## src/rtl/pat_checker.sv

```systemverilog
// Pattern-sink checker: terminates the pattern generator's AXI-Stream and
// checks each packet's payload, length and header-ID sequence. It keeps
// saturating good/bad packet counters and sticky error flags.

// One lane compare: flags a 32-bit lane that differs from its expected word.
module pat_lane_cmp (
  input  logic [31:0] i_lane,
  input  logic [31:0] i_exp,
  output logic        o_bad
);
  assign o_bad = (i_lane != i_exp);
endmodule


```

## config.mk

```make
export PLATFORM = sky130hd
export DESIGN_NAME = pat_lane_cmp
export DESIGN_NICKNAME = d
export VERILOG_FILES = /design/src/rtl/pat_checker.sv
export SDC_FILE = /design/constraint.sdc
export NUM_CORES = 1
export LEC_CHECK = 0
export CAP_MARGIN = 0
export CELL_PAD_IN_SITES_DETAIL_PLACEMENT = 2
export CELL_PAD_IN_SITES_GLOBAL_PLACEMENT = 2
export CORE_MARGIN = 2
export CORE_UTILIZATION = 10
export DETAILED_ROUTE_END_ITERATION = 10
export PLACE_DENSITY_LB_ADDON = 0.3
export SETUP_SLACK_MARGIN = 0.15
export SLEW_MARGIN = 10
export SYNTH_ARGS = -nofsm -noshare
export SYNTH_HDL_FRONTEND = slang
export SYNTH_SLANG_ARGS = --single-unit
```

## constraint.sdc

```tcl
create_clock -name vclk -period 1.4
set_input_delay 0.35 -clock vclk [all_inputs]
set_output_delay 0.35 -clock vclk [all_outputs]
set_load 0.03 [all_outputs]
```

==> metrics.md, run 1 <==
| Metric | Value |
|---|---|
| Status | finished with violations |
| Failing checks | negative setup slack |
| Distinct cells, synth | 4 |
| DP Worst Slack | -0.726 ns |
| Remaining Overflow, GRT | 0 |
| Flip-flop and latch count | 0 |
| CP Launch Type | primary input |
| Crit-path slowest cell | nor4_2 |
| Detailed Route WL | 1790 um |
| Vias in the first global route | 646 |
| Yosys top cell area share | 80.9% |
| DRT Pass-1 Iters | 2 |
| Die Wd | 62.9 um |
| Post-synth top area cell | xnor2_1 |
| Most frequent cells in the layout | 22 x xnor2_1, 18 x clkbuf_2, 17 x buf_2, 16 x clkdlybuf4s15_1 |
| Layout Area Growth over Synthesis | 183% |
| Worst Path Arrival | 1.31 ns |
| RSZ-0062 raised after global routing | yes |
| CP max stage delay | 0.28 ns |
| # setup viols final | 1 |
| PD cells | 264 nW/um^2 |
| Hold_buf cts | 0 |
| Power Total | 0.000259 W |
| DR vias | 563 |
| Clock buf count | 0 |
| Peak supply drop | 0.0621 mV |
| Commonest non-fill, non-tap cell in the layout | xnor2_1 |
| CP Max Fanout | 1 |
| # Post-CTS Setup Buffers | 0 |
| Standard-cell rows | 21 |
| Die Footprint | 3950 um^2 |
| Fin crit period | 1.66 ns |
| Number of max-cap violations | 0 |
| CP Cell Sequence | clkdlybuf4s15_2, xnor2_2, nand4_1, nor4_2, nand2_1, buf_6 |
| Storage element area | 0 um^2 |
| Vias/cell | 3.66 |
| DP HPWL | 1730 um |
| Final Slew Violations | 0 |
| Critical Path RT | 1.05 ns |
| Hold Path Class | in2out |
| Area contributors post-synth | xnor2_1 81%, nand4_1 14%, nor4_1 3.6% |
| Syn Inst Count | 43 |
| Setup WS post-layout | -0.258 ns |
| Largest net degree at the start of global routing | 2 |
| Post-Syn Area | 347 um^2 |
| # IOs | 65 |
| Hold WS | 1.16 ns |
| Final Net Count | 174 |
| Slew at the pin closest to its max-slew limit | 0.252 ns |
| Mapped Nets | 107 |
| Die height | 62.9 um |
| Post-Syn Area per Cell | 8.06 um^2 |
| CP Capture Type | primary output |
| Tot GR Track Use | 9.17% |
| Wire per inst | 11.6 um |
| Fill cells | 391 |
| Slew headroom | 83.1% |
| Register area share after synthesis | 0% |
| Final core occ | 29.4% |
| Tcrit/Tclk final | 118% |
| Initial antenna violation count | 0 |
| Total core area | 3340 um^2 |
| Max Clock Freq | 603 MHz |
| Port Buf Inserts | 65 |
| Final ANT Viol Nets | 0 |
| Critical path type | in2out |
| Drt drc | 0 |
| RePlAce Congestion | 0.671 |
| Leak Pwr | 0.422 nW |
| Initial DRC count | 4 |
| Share of layout cells above drive strength 1 | 54.6% |
| Initial Util | 10.4% |
| Final Hold Viols | 0 |
| First-pass GRT wire length | 2990 um |
| YS warnings | 0 |
| # diodes | 0 |
-- through the flow --
step | instances | cell area (um^2) | setup TNS (ns)
floorplan | 43 | 392 | -0.00372
global placement | 154 | 1100 | -0.679
detailed placement | 154 | 1100 | -0.726
CTS | 154 | 1050 | -0.295
global route | 154 | 980 | -0.339
finish | 154 | 980 | -0.258
-- cell usage after synthesis --
| library cell | instances |
|---|---|
| nand2_1 | 1 |
| nand4_1 | 8 |
| nor4_1 | 2 |
| xnor2_1 | 32 |
-- critical path: cells and delay by family --
| family | cells | cell delay (ns) |
|---|---|---|
| xor gates and xnor gates | 1 | 0.11 |
| buffers and inverters | 2 | 0.35 |
| and+or+nand+nor | 3 | 0.50 |
-- layout make-up --
cell class         instances  area, um^2  area share (%)
repair buffers            65         488            49.8
multi-input cells         43         434            44.3
well taps                 46        57.6            5.87
-- metal layers --
metal | GRT usage, % | vias to the layer above | share of wire, %
met3 | 2.16 | 0 | 8.9
met2 | 18.8 | 35 | 55
met5 | 0 | - | 0
met1 | 9.87 | 249 | 36
met4 | 0 | 0 | 0
li1 | - | 279 | -
-- power breakdown --
group          internal, W  switching (W)  total [W]
Sequential               0              0          0
Clock                    0              0          0
Combinational     0.000176      0.0000830   0.000259
-- worst paths after layout --
kind,endpoint,cells after the start,from
min,o_bad,6,i_exp[12]
max,o_bad,6,i_lane[21]
-- what timing repair did --
item / 4_1_cts / 5_1_grt
gates resized for setup: 165 / 38
endpoints found under the setup margin: 1 / 1
pin swaps: 41 / 26
endpoints found under the hold margin: 0 / 0
-- kinds of logic after synthesis --
logic type and synth area share [%]:
AND/OR/NAND/NOR 19.1, XOR/XNOR 80.9
(Power assumes the default switching activity.)
==> run 2, diff against run 1 <==
--- a/config.mk
+++ b/config.mk
@@ -13,7 +13,6 @@
 export DETAILED_ROUTE_END_ITERATION = 10
 export PLACE_DENSITY_LB_ADDON = 0.3
 export SETUP_SLACK_MARGIN = 0.15
-export SLEW_MARGIN = 10
 export SYNTH_ARGS = -nofsm -noshare
 export SYNTH_HDL_FRONTEND = slang
 export SYNTH_SLANG_ARGS = --single-unit
==> results of run 2 <==
Final layout, timing and power as in run 1 (identical DEF).
